File: src/rtl/cvtintseq_pkg.sv
// Shared FPU definitions for the float-to-integer conversion back end:
// sequencer state encoding and the 32/64-bit saturation limits.
package cvtintseq_pkg;

    typedef enum logic [1:0] {
        IDLE  = 2'd0,
        ROUND = 2'd1,
        CHECK = 2'd2,
        DONE  = 2'd3
    } cvtstate_t;

    // 32-bit limits are stored unextended; the sequencer sign-extends W=32 results.
    localparam logic [63:0] SMAX32 = 64'h0000_0000_7FFF_FFFF;
    localparam logic [63:0] SMIN32 = 64'h0000_0000_8000_0000;
    localparam logic [63:0] UMAX32 = 64'h0000_0000_FFFF_FFFF;
    localparam logic [63:0] SMAX64 = 64'h7FFF_FFFF_FFFF_FFFF;
    localparam logic [63:0] SMIN64 = 64'h8000_0000_0000_0000;
    localparam logic [63:0] UMAX64 = 64'hFFFF_FFFF_FFFF_FFFF;

endpackage

File: src/rtl/cvtintseq_sat.sv
// cvtintsat: combinational saturation of the rounded/negated value to the
// destination width, producing the clamped result and the invalid flag.
module cvtintsat
    import cvtintseq_pkg::*;
#(
    parameter int XLEN = 64
) (
    input  logic [XLEN+1:0] negres,
    input  logic            prenz,
    input  logic            xs,
    input  logic            issigned,
    input  logic            int64,
    input  logic            nan,
    output logic [XLEN-1:0] result,
    output logic            nv
);

    logic [6:0]             wsh;
    logic signed [XLEN+1:0] hi_s;
    logic [XLEN+1:0]        hi_u;
    logic                   inrange_s;
    logic                   ovf_u;
    logic [XLEN-1:0]        smax;
    logic [XLEN-1:0]        smin;
    logic [XLEN-1:0]        umax;

    // In signed range iff every bit from W-1 upward is a copy of the sign.
    always_comb begin
        wsh       = int64 ? 7'd63 : 7'd31;
        hi_s      = $signed(negres) >>> wsh;
        inrange_s = (hi_s == '0) || (hi_s == '1);
        hi_u      = negres >> (wsh + 7'd1);
        ovf_u     = |hi_u;
        smax      = int64 ? XLEN'(SMAX64) : XLEN'(SMAX32);
        smin      = int64 ? XLEN'(SMIN64) : XLEN'(SMIN32);
        umax      = int64 ? XLEN'(UMAX64) : XLEN'(UMAX32);
    end

    always_comb begin
        result = negres[XLEN-1:0];
        nv     = 1'b0;
        if (nan) begin
            result = issigned ? smax : umax;
            nv     = 1'b1;
        end else if (issigned) begin
            if (!inrange_s) begin
                result = xs ? smin : smax;
                nv     = 1'b1;
            end
        end else if (xs && prenz) begin
            result = '0;
            nv     = 1'b1;
        end else if (ovf_u) begin
            result = umax;
            nv     = 1'b1;
        end
    end

endmodule

File: src/rtl/cvtintseq.sv
// Float-to-integer conversion sequencer: round/negate, optional saturation
// check (CVTINT_SAT_EN), then hold the result until the consumer takes it.
module cvtintseq
    import cvtintseq_pkg::*;
#(
    parameter int XLEN = 64
) (
    input  logic            clk,
    input  logic            reset,
    input  logic            Flush,
    input  logic            CvtValid,
    output logic            CvtReady,
    input  logic [XLEN-1:0] Mag,
    input  logic            Plus1,
    input  logic            Xs,
    input  logic            Signed,
    input  logic            Int64,
    input  logic            NaNIn,
    input  logic            Inexact,
    output logic            ResultValid,
    input  logic            ResultReady,
    output logic [XLEN-1:0] Result,
    output logic            NV,
    output logic            NX,
    output logic [1:0]      dbgstate
);

    // Handshakes: a transfer happens on an edge where valid & ready are both
    // high; valid never waits on ready and both are driven only from state.
    cvtstate_t       st, nst;
    logic [XLEN-1:0] mag_q;
    logic            plus1_q, xs_q, i64_q, inx_q;
    logic [XLEN-1:0] result_q;
    logic            nv_q, nx_q;

    function automatic logic [XLEN-1:0] sext32(input logic [XLEN-1:0] v, input logic w64);
        logic [XLEN-1:0] r;
        r = v;
        if (!w64) begin
            for (int i = 32; i < XLEN; i++) r[i] = v[31];
        end
        return r;
    endfunction

    always_comb begin
        nst = st;
        case (st)
            IDLE:  if (CvtValid) nst = ROUND;
`ifdef CVTINT_SAT_EN
            ROUND: nst = CHECK;
`else
            ROUND: nst = DONE;
`endif
            CHECK: nst = DONE;
            DONE:  if (ResultReady) nst = IDLE;
            default: nst = IDLE;
        endcase
        if (Flush) nst = IDLE;
    end

    assign CvtReady    = (st == IDLE);
    assign ResultValid = (st == DONE);
    assign Result      = result_q;
    assign NV          = nv_q;
    assign NX          = nx_q;
    assign dbgstate    = st;

`ifdef CVTINT_SAT_EN
    logic            sgn_q, nan_q;
    logic [XLEN+1:0] preres_c, negres_c, negres_q;
    logic            prenz_q;
    logic [XLEN-1:0] sat_res;
    logic            sat_nv;

    always_comb begin
        preres_c = {2'b00, mag_q} + (XLEN+2)'(plus1_q);
        negres_c = xs_q ? -preres_c : preres_c;
    end

    cvtintsat #(.XLEN(XLEN)) u_sat (
        .negres   (negres_q),
        .prenz    (prenz_q),
        .xs       (xs_q),
        .issigned (sgn_q),
        .int64    (i64_q),
        .nan      (nan_q),
        .result   (sat_res),
        .nv       (sat_nv)
    );

    always_ff @(posedge clk) begin
        if (st == IDLE && CvtValid && !Flush) begin
            sgn_q <= Signed;
            nan_q <= NaNIn;
        end
        if (st == ROUND) begin
            negres_q <= negres_c;
            prenz_q  <= |preres_c;
        end
    end
`else
    logic [XLEN-1:0] lowres_c;
    logic            unused_sat;

    // Only the low XLEN bits survive without saturation, so no carry-out is kept.
    always_comb begin
        lowres_c = mag_q + XLEN'(plus1_q);
        if (xs_q) lowres_c = -lowres_c;
    end

    assign unused_sat = ^{Signed, NaNIn};
`endif

    always_ff @(posedge clk) begin
        if (reset) begin
            st       <= IDLE;
            result_q <= '0;
            nv_q     <= 1'b0;
            nx_q     <= 1'b0;
        end else begin
            st <= nst;
            if (st == IDLE && CvtValid && !Flush) begin
                mag_q   <= Mag;
                plus1_q <= Plus1;
                xs_q    <= Xs;
                i64_q   <= Int64;
                inx_q   <= Inexact;
            end
`ifdef CVTINT_SAT_EN
            if (st == CHECK) begin
                result_q <= sext32(sat_res, i64_q);
                nv_q     <= sat_nv;
                nx_q     <= inx_q & ~sat_nv;
            end
`else
            if (st == ROUND) begin
                result_q <= sext32(lowres_c, i64_q);
                nv_q     <= 1'b0;
                nx_q     <= inx_q;
            end
`endif
        end
    end

endmodule
File: config.mk
export PLATFORM = sky130hd
export DESIGN_NAME = cvtintseq
export DESIGN_NICKNAME = d
export VERILOG_FILES = /design/src/rtl/cvtintseq_pkg.sv /design/src/rtl/cvtintseq_sat.sv /design/src/rtl/cvtintseq.sv
export SDC_FILE = /design/constraint.sdc
export NUM_CORES = 1
export LEC_CHECK = 0
export ABC_AREA = 1
export BUFFER_PORTS_ARGS = -buffer_cell sky130_fd_sc_hd__buf_2
export CORE_MARGIN = 4
export CORE_UTILIZATION = 50
export CTS_CLUSTER_DIAMETER = 80
export DETAILED_ROUTE_END_ITERATION = 16
export PLACE_DENSITY = 0.77
export SYNTH_ARGS = -nofsm -noshare
export SYNTH_HDL_FRONTEND = slang
export SYNTH_SLANG_ARGS = --single-unit
File: constraint.sdc
create_clock -name clk -period 7.6 [get_ports clk]
set_input_delay 0.76 -clock clk [delete_from_list [all_inputs] [get_ports clk]]
set_output_delay 0.76 -clock clk [all_outputs]
set_load 0.005 [all_outputs]
==> results of run 1 <==
## per-stage QoR
step,utilization [%],worst slack (ns)
3_3_place_gp,55.7,4.12
2_1_floorplan,-,3.19
6_report,58.9,3.91
4_1_cts,58.9,3.95
3_5_place_dp,55.7,4.00
5_1_grt,58.9,3.61
## power groups by stage
stage	Clock (mW)	Sequential, mW	Combinational, mW
global placement	0	0.841	0.183
detailed placement	0	0.842	0.186
finish	0.814	0.828	0.187
floorplan	0	0.840	0.116
CTS	0.823	0.827	0.187
global route	0.856	0.831	0.211
## layout by cell type, fill, tap and decap left out, types with 4 or more instances in the layout
cell,count
sky130_fd_sc_hd__nand4_1,33
sky130_fd_sc_hd__nand2_2,21
sky130_fd_sc_hd__a21oi_2,30
sky130_fd_sc_hd__buf_2,141
sky130_fd_sc_hd__nand3b_1,18
sky130_fd_sc_hd__edfxtp_1,68
sky130_fd_sc_hd__o21ai_1,7
sky130_fd_sc_hd__nor2_2,22
sky130_fd_sc_hd__inv_6,4
sky130_fd_sc_hd__dfxtp_1,67
sky130_fd_sc_hd__nor2_1,192
sky130_fd_sc_hd__o211ai_1,10
sky130_fd_sc_hd__clkbuf_16,18
sky130_fd_sc_hd__o21ai_0,76
sky130_fd_sc_hd__nor2_4,14
sky130_fd_sc_hd__xor2_1,18
sky130_fd_sc_hd__nand3_1,88
sky130_fd_sc_hd__buf_4,5
sky130_fd_sc_hd__xnor2_1,8
sky130_fd_sc_hd__nand3_2,5
sky130_fd_sc_hd__inv_1,124
sky130_fd_sc_hd__a21oi_1,22
sky130_fd_sc_hd__o221ai_1,8
sky130_fd_sc_hd__inv_2,5
sky130_fd_sc_hd__nand2_1,406
sky130_fd_sc_hd__nand2_4,6
sky130_fd_sc_hd__ha_1,7
sky130_fd_sc_hd__nor3_1,5
sky130_fd_sc_hd__nor2_8,4
## layout make-up
cell class	instances	area, um^2
fillers	1710	7400
multi-input cells	1024	5150
well taps	229	287
repair buffers	146	743
clock buffers	20	459
clock inverters	12	115
flip-flops and latches	135	3380
inverters	129	484
## per-layer routing
layer / GRT usage, % / up-vias / share of wire (%)
met3: 4.76 / 31 / 7.3
met1: 37.2 / 4060 / 47
met2: 38.7 / 344 / 43
li1: - / 4569 / -
met4: 8.08 / 0 / 2.4
met5: 0 / - / 0
## final timing paths
path,start,to,cells past startpoint
worst max register to register,plus1_q$_DFFE_PP_,Result[63]$_SDFFE_PP0N_,19
worst min register to register,Result[16]$_SDFFE_PP0N_,Result[16]$_SDFFE_PP0N_,2
worst max-delay path,plus1_q$_DFFE_PP_,Result[63]$_SDFFE_PP0N_,19
worst min-delay path,Result[16]$_SDFFE_PP0N_,Result[16]$_SDFFE_PP0N_,2
## kinds of logic after synthesis
kind of cell | Yosys count | synth area share (%)
and+or+nand+nor | 822 | 40.9
AOI/OAI and AO/OA | 167 | 11.4
adders and majority gates | 8 | 1.09
buffers and inverters | 164 | 7.28
DFF | 135 | 36.8
other | 1 | 0.0408
xor gates and xnor gates | 26 | 2.48
## worst reg2reg max path, stage by stage (launching register included)
cell and delay [ns]:
sky130_fd_sc_hd__edfxtp_1 0.36, sky130_fd_sc_hd__ha_1 0.17, sky130_fd_sc_hd__ha_1 0.20, sky130_fd_sc_hd__nand2_2 0.11, sky130_fd_sc_hd__nor2_8 0.17, sky130_fd_sc_hd__nand2_2 0.10, sky130_fd_sc_hd__nor2_2 0.39, sky130_fd_sc_hd__nand2_1 0.23
sky130_fd_sc_hd__nand2_1 0.13, sky130_fd_sc_hd__nand2_1 0.15, sky130_fd_sc_hd__nor2_1 0.19, sky130_fd_sc_hd__nand2_1 0.10, sky130_fd_sc_hd__nor2_1 0.14, sky130_fd_sc_hd__nand2_2 0.10, sky130_fd_sc_hd__nor2_4 0.14, sky130_fd_sc_hd__nor2_1 0.06
sky130_fd_sc_hd__nand2_1 0.10, sky130_fd_sc_hd__nand3_2 0.12, sky130_fd_sc_hd__nand2_4 0.46, sky130_fd_sc_hd__a21oi_1 0.14
## registers in the layout, indices dropped and copies added (netlist names)
register / cells
mag_q: 64
NX: 1
dbgstate: 2
Result: 64
inx_q: 1
plus1_q: 1
xs_q: 1
i64_q: 1
==> results.sh, run 1 <==
export IMPL_status="finished clean"
export IMPL_worst_path_dominant_cell_family="simple AND/OR/NAND/NOR gates"
export IMPL_synth_cell_area_um2=9190
export IMPL_design_final_nets=1536
export IMPL_overflow=0
export IMPL_fin_area_um2=10600
export IMPL_cts_root_to_sink_buffers=2
export IMPL_setup_tns_final_ns=0
export IMPL_period_share_pct=48.5
export IMPL_initial_core_util_pct=51.0
export IMPL_placement_io_buffers=141
export IMPL_critPathMaxFanout=32
export IMPL_finalSetupViolCount=0
export IMPL_hp_class="flip-flop to flip-flop"
export IMPL_max_stage_delay_ns=0.46
export IMPL_syn_avg_cell_area_um2=6.95
export IMPL_fmax_mhz=271
export IMPL_dr_total_vias=9004
export IMPL_timing_critical_path_cells="ha_1, ha_1, nand2_2, nor2_8, nand2_2, nor2_2, nand2_1, nand2_1, nand2_1, nor2_1, nand2_1, nor2_1, nand2_2, nor2_4, nor2_1, nand2_1, nand3_2, nand2_4, a21oi_1"
export IMPL_power_static_leakage_nw=4.76
export IMPL_grt_antenna_before_repair=0
export IMPL_cp_start_kind="flip-flop"
export IMPL_mappedNetlistNets=1406
export IMPL_critical_path_top_cell_by_count="sky130_fd_sc_hd__nand2_1"
export IMPL_clock_skew_after_layout_ns=0.0113
export IMPL_area_growth_synth_to_final_pct=15.5
export IMPL_core_area_um2=18000
export IMPL_synth_top_cells_by_count="sky130_fd_sc_hd__nand2_1, sky130_fd_sc_hd__nor2_1, sky130_fd_sc_hd__inv_1"
export IMPL_worst_ep_arrival_time_ns=3.98
export IMPL_post_cts_setup_buffer_count=0
export IMPL_power_per_cell_area_nw_per_um2=172
export IMPL_min_period_ns=3.69
export IMPL_setup_repair_after_global_routing_missed_its_margin="no"
export IMPL_clkTransAtPathRegs_ns=0.06
export IMPL_drv_slew=0
export IMPL_cts_buffers=17
export IMPL_async_flop_share_pct=0
export IMPL_grt_pass1_wl_um=41300
export IMPL_inst_count_dp=1663
export IMPL_antenna_cells=0
export IMPL_part_of_the_yosys_area_used_for_sequential_elements_pct=36.8
export IMPL_drt_first_iter_violations=762
export IMPL_route_final_wire_length_um=26300
export IMPL_detail_route_drc_violations=0
export IMPL_seq_power_share_pct=45.3
export IMPL_p_sw_share_pct=26.2
export IMPL_die_w_um=144
export IMPL_critical_path_n_buffers_inverters=0
export IMPL_cts_root_buffer_cell="sky130_fd_sc_hd__clkbuf_16"
export IMPL_ir_worst_vdd_v=0.000162
export IMPL_grt_usage_pct=25.6
export IMPL_yosysTopAreaCell="sky130_fd_sc_hd__edfxtp_1"
export IMPL_via_count_of_the_first_global_routing_pass=8161
export IMPL_yosys_warnings=0
export IMPL_design_die_area_um2=20600
export IMPL_synth_edf_count=68
export IMPL_fraction_of_layout_instances_using_a_drive_strength_above_1_pct=20.1
export IMPL_grt_max_degree=100
export IMPL_clockPowerShare_pct=44.5
export IMPL_clock_sinks=135
export IMPL_drtPass1Iterations=5
export IMPL_netlist_top_cells_area="sky130_fd_sc_hd__edfxtp_1, sky130_fd_sc_hd__nand2_1, sky130_fd_sc_hd__dfxtp_1, sky130_fd_sc_hd__nor2_1, sky130_fd_sc_hd__inv_1"
export IMPL_placement_rows=49
export IMPL_die_height_um=144
export IMPL_worst_slew_pin_slew_ns=0.872
export IMPL_hold_viol=0
export IMPL_dp_final_hpwl_um=20600
export IMPL_report_power_total_mw=1.83
export IMPL_cp_required_ns=7.90
export IMPL_remaining_antenna_violation_count_after_routing=0
export IMPL_cp_endpoint_kind="flip-flop"
export IMPL_crit_type="flip-flop to flip-flop"
export IMPL_post_cts_resized=0
export IMPL_drv_max_cap_violation_count=0
export IMPL_p_int_mw=1.35
export IMPL_yosysMostFrequentCell="sky130_fd_sc_hd__nand2_1"
export IMPL_fraction_of_synthesized_cell_area_taken_by_the_top_area_cell_type_pct=22.2
export IMPL_yosys_most_used_dff="sky130_fd_sc_hd__edfxtp_1"
export IMPL_timing_hold_ws_ns=0.477
export IMPL_net_switching_power_figure_uw=479
export IMPL_htreeDepth=4
export IMPL_ys_ff_latch=135
export IMPL_setup_slack_on_the_worst_flop_to_flop_path_ns=3.91
export IMPL_synthesized_instance_count=1323
export IMPL_power_share_combinational_pct=10.2
export IMPL_vias_per_cell=5.31
export IMPL_detailed_place_area_um2=10000
export IMPL_number_of_distinct_library_cells_after_synthesis=46
export IMPL_hold_bufs_at_cts=0
export IMPL_layout_cells_non_filler=1695
export IMPL_cp_slowest_cell="sky130_fd_sc_hd__nand2_4"
export IMPL_top_ports=145
export IMPL_route_detailed_wl_per_inst_um=15.5
export IMPL_cts_tree="done"
export IMPL_max_slew_margin_pct=41.9
export IMPL_clk_latency_ns=0.44
export IMPL_final_replace_weighted_congestion=0.986
No activity file was read; power rests on OpenSTA's default activity.
==> inputs of run 2 (changes only) <==
Clock period 7.6 ns to 3.85 ns, I/O delays scaled along.
==> run 2 against run 1 <==
Sequential power is 97% higher. Fmax is 7.2% higher. Non-clock buffer count is 1 higher. Cell area about the same. Sequential share of layout area hardly changed. Register-to-register slack worse by 3.5 ns. Clock skew fell by 0.0021 ns. Via count down 0.22%. Combinational power up 98%. Worst setup slack got worse by 3.5 ns. Critical endpoint is now Result[32]$_SDFFE_PP0N_.
==> results.sh, run 2 (synthesized netlist as in run 1, its figures left out) <==
export IMPL_dr_total_vias=8984
export IMPL_cp_required_ns=4.14
export IMPL_critPathMaxFanout=32
export IMPL_worstSetupEndpoint="Result[32]$_SDFFE_PP0N_"
export IMPL_core_area_um2=18000
export IMPL_hold_bufs_at_cts=0
export IMPL_overflow=0
export IMPL_drt_first_iter_violations=858
export IMPL_filler_cell_count=1715
export IMPL_route_final_wire_length_um=26800
export IMPL_cp_start_kind="flip-flop"
export IMPL_inst_count_dp=1664
export IMPL_cp_endpoint_kind="flip-flop"
export IMPL_timing_hold_ws_ns=0.133
export IMPL_clock_skew_after_layout_ns=0.00922
export IMPL_power_static_leakage_nw=4.76
export IMPL_place_ws_ns=0.475
export IMPL_initial_core_util_pct=51.0
export IMPL_placement_rows=49
export IMPL_setup_worst_path_start="plus1_q$_DFFE_PP_"
export IMPL_clock_sinks=135
export IMPL_hp_class="input pin to flip-flop"
export IMPL_dp_final_hpwl_um=21400
export IMPL_timing_rr_start="plus1_q$_DFFE_PP_"
export IMPL_final_core_utilization_pct=58.9
export IMPL_detailed_place_area_um2=10100
export IMPL_cts_root_to_sink_buffers=2
export IMPL_crit_type="flip-flop to flip-flop"
export IMPL_top_ports=145
export IMPL_power_per_cell_area_nw_per_um2=336
export IMPL_period_share_pct=89.3
export IMPL_area_growth_synth_to_final_pct=15.5
export IMPL_cts_buffers=17
export IMPL_grt_pass1_wl_um=42300
export IMPL_drtPass1Iterations=5
export IMPL_post_cts_setup_buffer_count=0
export IMPL_setup_tns_final_ns=0
export IMPL_status="finished clean"
export IMPL_drv_slew=0
export IMPL_clkTransAtPathRegs_ns=0.06
export IMPL_max_slew_margin_pct=42.0
export IMPL_layout_cells_non_filler=1696
export IMPL_fin_area_um2=10600
export IMPL_grt_antenna_before_repair=0
export IMPL_report_power_total_mw=3.57
export IMPL_die_height_um=144
export IMPL_design_die_area_um2=20600
export IMPL_rr_worst_depth=20
export IMPL_worst_r2r_endpoint="Result[32]$_SDFFE_PP0N_"
export IMPL_post_cts_resized=0
export IMPL_worst_slack_ns=0.411
export IMPL_route_detailed_wl_per_inst_um=15.8
export IMPL_grt_max_degree=98
export IMPL_worst_slew_pin_slew_ns=0.870
export IMPL_setup_repair_after_global_routing_missed_its_margin="no"
export IMPL_hold_depth=1
export IMPL_detail_route_drc_violations=0
export IMPL_cts_tree="done"
export IMPL_min_period_ns=3.44
export IMPL_antenna_cells=0
export IMPL_grt_usage_pct=26.3
export IMPL_cts_root_buffer_cell="sky130_fd_sc_hd__clkbuf_16"
export IMPL_remaining_antenna_violation_count_after_routing=0
export IMPL_finalSetupViolCount=0
export IMPL_via_count_of_the_first_global_routing_pass=8188
export IMPL_most_frequent_standard_cell_in_the_layout_excluding_fill_and_tap_cells="sky130_fd_sc_hd__nand2_1"
export IMPL_fmax_mhz=291
export IMPL_vias_per_cell=5.30
export IMPL_most_common_layout_cells="sky130_fd_sc_hd__nand2_1, sky130_fd_sc_hd__nor2_1, sky130_fd_sc_hd__buf_2"
export IMPL_design_final_nets=1537
export IMPL_die_w_um=144
export IMPL_final_replace_weighted_congestion=1.02
export IMPL_htreeDepth=4
export IMPL_setup_slack_on_the_worst_flop_to_flop_path_ns=0.41
export IMPL_drv_max_cap_violation_count=0
export IMPL_clk_latency_ns=0.42
export IMPL_hold_viol=0
export IMPL_ir_worst_vdd_v=0.000287
export IMPL_placement_io_buffers=141
export IMPL_worst_ep_arrival_time_ns=3.73
export IMPL_fraction_of_layout_instances_using_a_drive_strength_above_1_pct=20.2
run 2: changes by cell type in the layout (fill, tap and decap cells not counted), sizes merged:
| cell | change |
|---|---|
| buf | +1 |
| clkbuf | -1 |
| clkinv | +2 |
| inv | -1 |
run 2: layer usage:
layer / up-vias / track usage (%) / routed length [um]
met5: - / 0 / 0
met4: 0 / 11.2 / 1080
met3: 60 / 3.53 / 1810
met2: 347 / 38.8 / 11300
met1: 3998 / 38.7 / 12600
li1: 4579 / - / -
run 2: how the worst min path moves through the flow:
| stage | from | endpoint |
|---|---|---|
| 2_1_floorplan | inx_q$_DFFE_PP_ | NX$_SDFFE_PP0N_ |
| 3_3_place_gp | Result[2]$_SDFFE_PP0N_ | Result[2]$_SDFFE_PP0N_ |
| 3_5_place_dp | Result[7]$_SDFFE_PP0N_ | Result[7]$_SDFFE_PP0N_ |
| 4_1_cts | Mag[54] | mag_q[54]$_DFFE_PP_ |
| 5_1_grt | Mag[2] | mag_q[2]$_DFFE_PP_ |
| 6_report | Mag[2] | mag_q[2]$_DFFE_PP_ |
run 2: cell type report:
cell class / count / area [um^2] / share of cell area (%)
tap: 229 / 287 / 2.70
clock inverter: 13 / 120 / 1.13
clock buffer: 19 / 444 / 4.18
sequential: 135 / 3380 / 31.9
inverter: 129 / 484 / 4.56
multi-input combinational: 1024 / 5150 / 48.5
timing repair buffer: 147 / 751 / 7.07
run 2: worst max-delay path, cell delays in order, from the launching register on:
cell                       delay, ns
sky130_fd_sc_hd__edfxtp_1       0.37
sky130_fd_sc_hd__ha_1           0.17
sky130_fd_sc_hd__ha_1           0.22
sky130_fd_sc_hd__nand2_2        0.12
sky130_fd_sc_hd__nor2_8         0.16
sky130_fd_sc_hd__nand2_2        0.09
sky130_fd_sc_hd__nor2_2         0.16
sky130_fd_sc_hd__buf_4          0.19
sky130_fd_sc_hd__nand2_1        0.14
sky130_fd_sc_hd__nand2_1        0.09
sky130_fd_sc_hd__nand2_1        0.13
sky130_fd_sc_hd__nor2_1         0.17
sky130_fd_sc_hd__nand2_1        0.08
sky130_fd_sc_hd__nor2_1         0.13
sky130_fd_sc_hd__nand2_2        0.10
sky130_fd_sc_hd__nor2_4         0.14
sky130_fd_sc_hd__nor2_1         0.05
sky130_fd_sc_hd__nand2_1        0.09
sky130_fd_sc_hd__nand3_2        0.11
sky130_fd_sc_hd__nand2_4        0.43
sky130_fd_sc_hd__a21oi_1        0.13
run 2: report_power, final:
part | total (mW) | switching (mW) | leakage, nW | internal, mW
clock | 1.56 | 0.650 | 0.281 | 0.913
combinational | 0.371 | 0.231 | 3.31 | 0.140
sequential | 1.63 | 0.0484 | 1.17 | 1.59
total | 3.57 | 0.929 | 4.76 | 2.64
==> inputs of run 3 (changes only) <==
Settings changed: CELL_PAD_IN_SITES_DETAIL_PLACEMENT set to 0, CELL_PAD_IN_SITES_GLOBAL_PLACEMENT set to 1, CORE_UTILIZATION 50 to 41, PLACE_DENSITY 0.77 to 0.86.
==> run 3 against run 2 <==
Sequential power about the same. Non-clock buffer count did not move. Worst setup slack improved by 0.18 ns. Clock power shrank 3%. Clock-buffer cell count unchanged.
==> results.sh, run 3 (synthesized netlist as in run 1, its figures left out) <==
export IMPL_antenna_cells=0
export IMPL_worst_slack_ns=0.590
export IMPL_status="finished clean"
export IMPL_setup_repair_after_global_routing_missed_its_margin="no"
export IMPL_final_replace_weighted_congestion=0.961
export IMPL_setup_tns_final_ns=0
export IMPL_htreeDepth=4
export IMPL_initial_core_util_pct=41.9
export IMPL_most_common_layout_cells="sky130_fd_sc_hd__nand2_1, sky130_fd_sc_hd__nor2_1, sky130_fd_sc_hd__buf_2"
export IMPL_grt_pass1_wl_um=41900
export IMPL_inst_count_dp=1715
export IMPL_design_final_nets=1537
export IMPL_critical_path_top_cell_by_count="sky130_fd_sc_hd__nand2_1"
export IMPL_dr_total_vias=8898
export IMPL_place_ws_ns=0.577
export IMPL_max_slew_margin_pct=41.2
export IMPL_drv_slew=0
export IMPL_fraction_of_layout_instances_using_a_drive_strength_above_1_pct=20.2
export IMPL_cts_root_buffer_cell="sky130_fd_sc_hd__clkbuf_16"
export IMPL_die_height_um=158
export IMPL_vias_per_cell=5.09
export IMPL_power_per_cell_area_nw_per_um2=330
export IMPL_hold_bufs_at_cts=0
export IMPL_max_stage_delay_ns=0.45
export IMPL_layout_cells_non_filler=1747
export IMPL_drv_max_cap_violation_count=0
export IMPL_cts_tree="done"
export IMPL_most_frequent_standard_cell_in_the_layout_excluding_fill_and_tap_cells="sky130_fd_sc_hd__nand2_1"
export IMPL_design_die_area_um2=24900
export IMPL_fmax_mhz=307
export IMPL_min_period_ns=3.26
export IMPL_hp_class="input pin to flip-flop"
export IMPL_hold_viol=0
export IMPL_register_area_um2=3380
export IMPL_core_area_um2=22000
export IMPL_grt_max_degree=69
export IMPL_route_detailed_wl_per_inst_um=15.5
export IMPL_top_ports=145
export IMPL_clkTransAtPathRegs_ns=0.06
export IMPL_overflow=0
export IMPL_filler_cell_count=2243
export IMPL_post_cts_setup_buffer_count=0
export IMPL_dp_final_hpwl_um=21800
export IMPL_remaining_antenna_violation_count_after_routing=0
export IMPL_cp_start_kind="flip-flop"
export IMPL_multi_input_gate_area_in_the_final_layout_um2=5150
export IMPL_cp_slowest_cell="sky130_fd_sc_hd__nand2_4"
export IMPL_worst_ep_arrival_time_ns=3.56
export IMPL_clock_skew_after_layout_ns=0.00818
export IMPL_via_count_of_the_first_global_routing_pass=7741
export IMPL_power_static_leakage_nw=4.75
export IMPL_die_w_um=158
export IMPL_placement_rows=54
export IMPL_detail_route_drc_violations=0
export IMPL_grt_antenna_before_repair=0
export IMPL_ir_worst_vdd_v=0.000246
export IMPL_route_final_wire_length_um=27100
export IMPL_cp_required_ns=4.15
export IMPL_clk_latency_ns=0.42
export IMPL_crit_type="flip-flop to flip-flop"
export IMPL_worst_slew_pin_slew_ns=0.882
export IMPL_area_growth_synth_to_final_pct=15.9
export IMPL_critPathMaxFanout=32
export IMPL_drtPass1Iterations=7
export IMPL_timing_critical_path_cells="ha_1, ha_1, nand2_2, nor2_8, nand2_2, nor2_4, nand2_1, nand2_1, nand2_1, nor2_2, nand4_2, nor2_4, nor2_1, nand2_1, nand3_2, nand2_4, a21oi_1"
export IMPL_placement_io_buffers=141
export IMPL_timing_hold_ws_ns=0.129
export IMPL_drt_first_iter_violations=793
export IMPL_finalSetupViolCount=0
export IMPL_grt_usage_pct=21.7
export IMPL_period_share_pct=84.7
export IMPL_clock_sinks=135
export IMPL_cp_endpoint_kind="flip-flop"
export IMPL_cts_root_to_sink_buffers=2
export IMPL_cts_buffers=17
export IMPL_post_cts_resized=0
run 3: cell type report:
class | count | share of cell area, %
Clock buffer | 19 | 4.17
Clock inverter | 13 | 0.904
Inverter | 129 | 4.54
Multi-Input combinational cell | 1024 | 48.3
Sequential cell | 135 | 31.7
Tap cell | 280 | 3.29
Timing Repair Buffer | 147 | 7.04
run 3: power by group:
group,internal [mW],switching (mW),leakage (nW)
logic,0.141,0.231,3.31
registers,1.59,0.0487,1.17
clock network,0.848,0.661,0.272
run 3: worst paths after layout:
path / cells past startpoint / slack, ns / endpoint / startpoint
setup / recovery: 17 / 0.59 / Result[63]$_SDFFE_PP0N_ / plus1_q$_DFFE_PP_
hold / removal: 1 / 0.13 / mag_q[47]$_DFFE_PP_ / Mag[47]
setup reg to reg: 17 / 0.59 / Result[63]$_SDFFE_PP0N_ / plus1_q$_DFFE_PP_
hold reg to reg: 2 / 0.49 / Result[19]$_SDFFE_PP0N_ / Result[19]$_SDFFE_PP0N_
run 3: routing by layer:
metal / GRT usage (%) / up-vias / share of wire [%]
met5: 0 / - / 0
met4: 6.96 / 0 / 2.8
met2: 30.9 / 310 / 41
met3: 2.79 / 43 / 6.1
met1: 33.6 / 3961 / 50
li1: - / 4584 / -
run 3: per-stage QoR:
step | cell area, um^2 | utilization [%] | total power, mW
after floorplan | 9200 | - | 1.89
after global placement | 10100 | 46.1 | 2.03
after detailed placement | 10100 | 46.1 | 2.04
after CTS | 10700 | 48.5 | 3.55
after global routing | 10700 | 48.5 | 3.67
final | 10700 | 48.5 | 3.52
run 3: worst max-delay path: cells and delay by family, from the launching register on:
kind                       cells  cell delay [ns]
AOI/OAI and AO/OA              1             0.13
adders and majority gates      2             0.38
DFF                            1             0.37
and+or+nand+nor               14             2.24
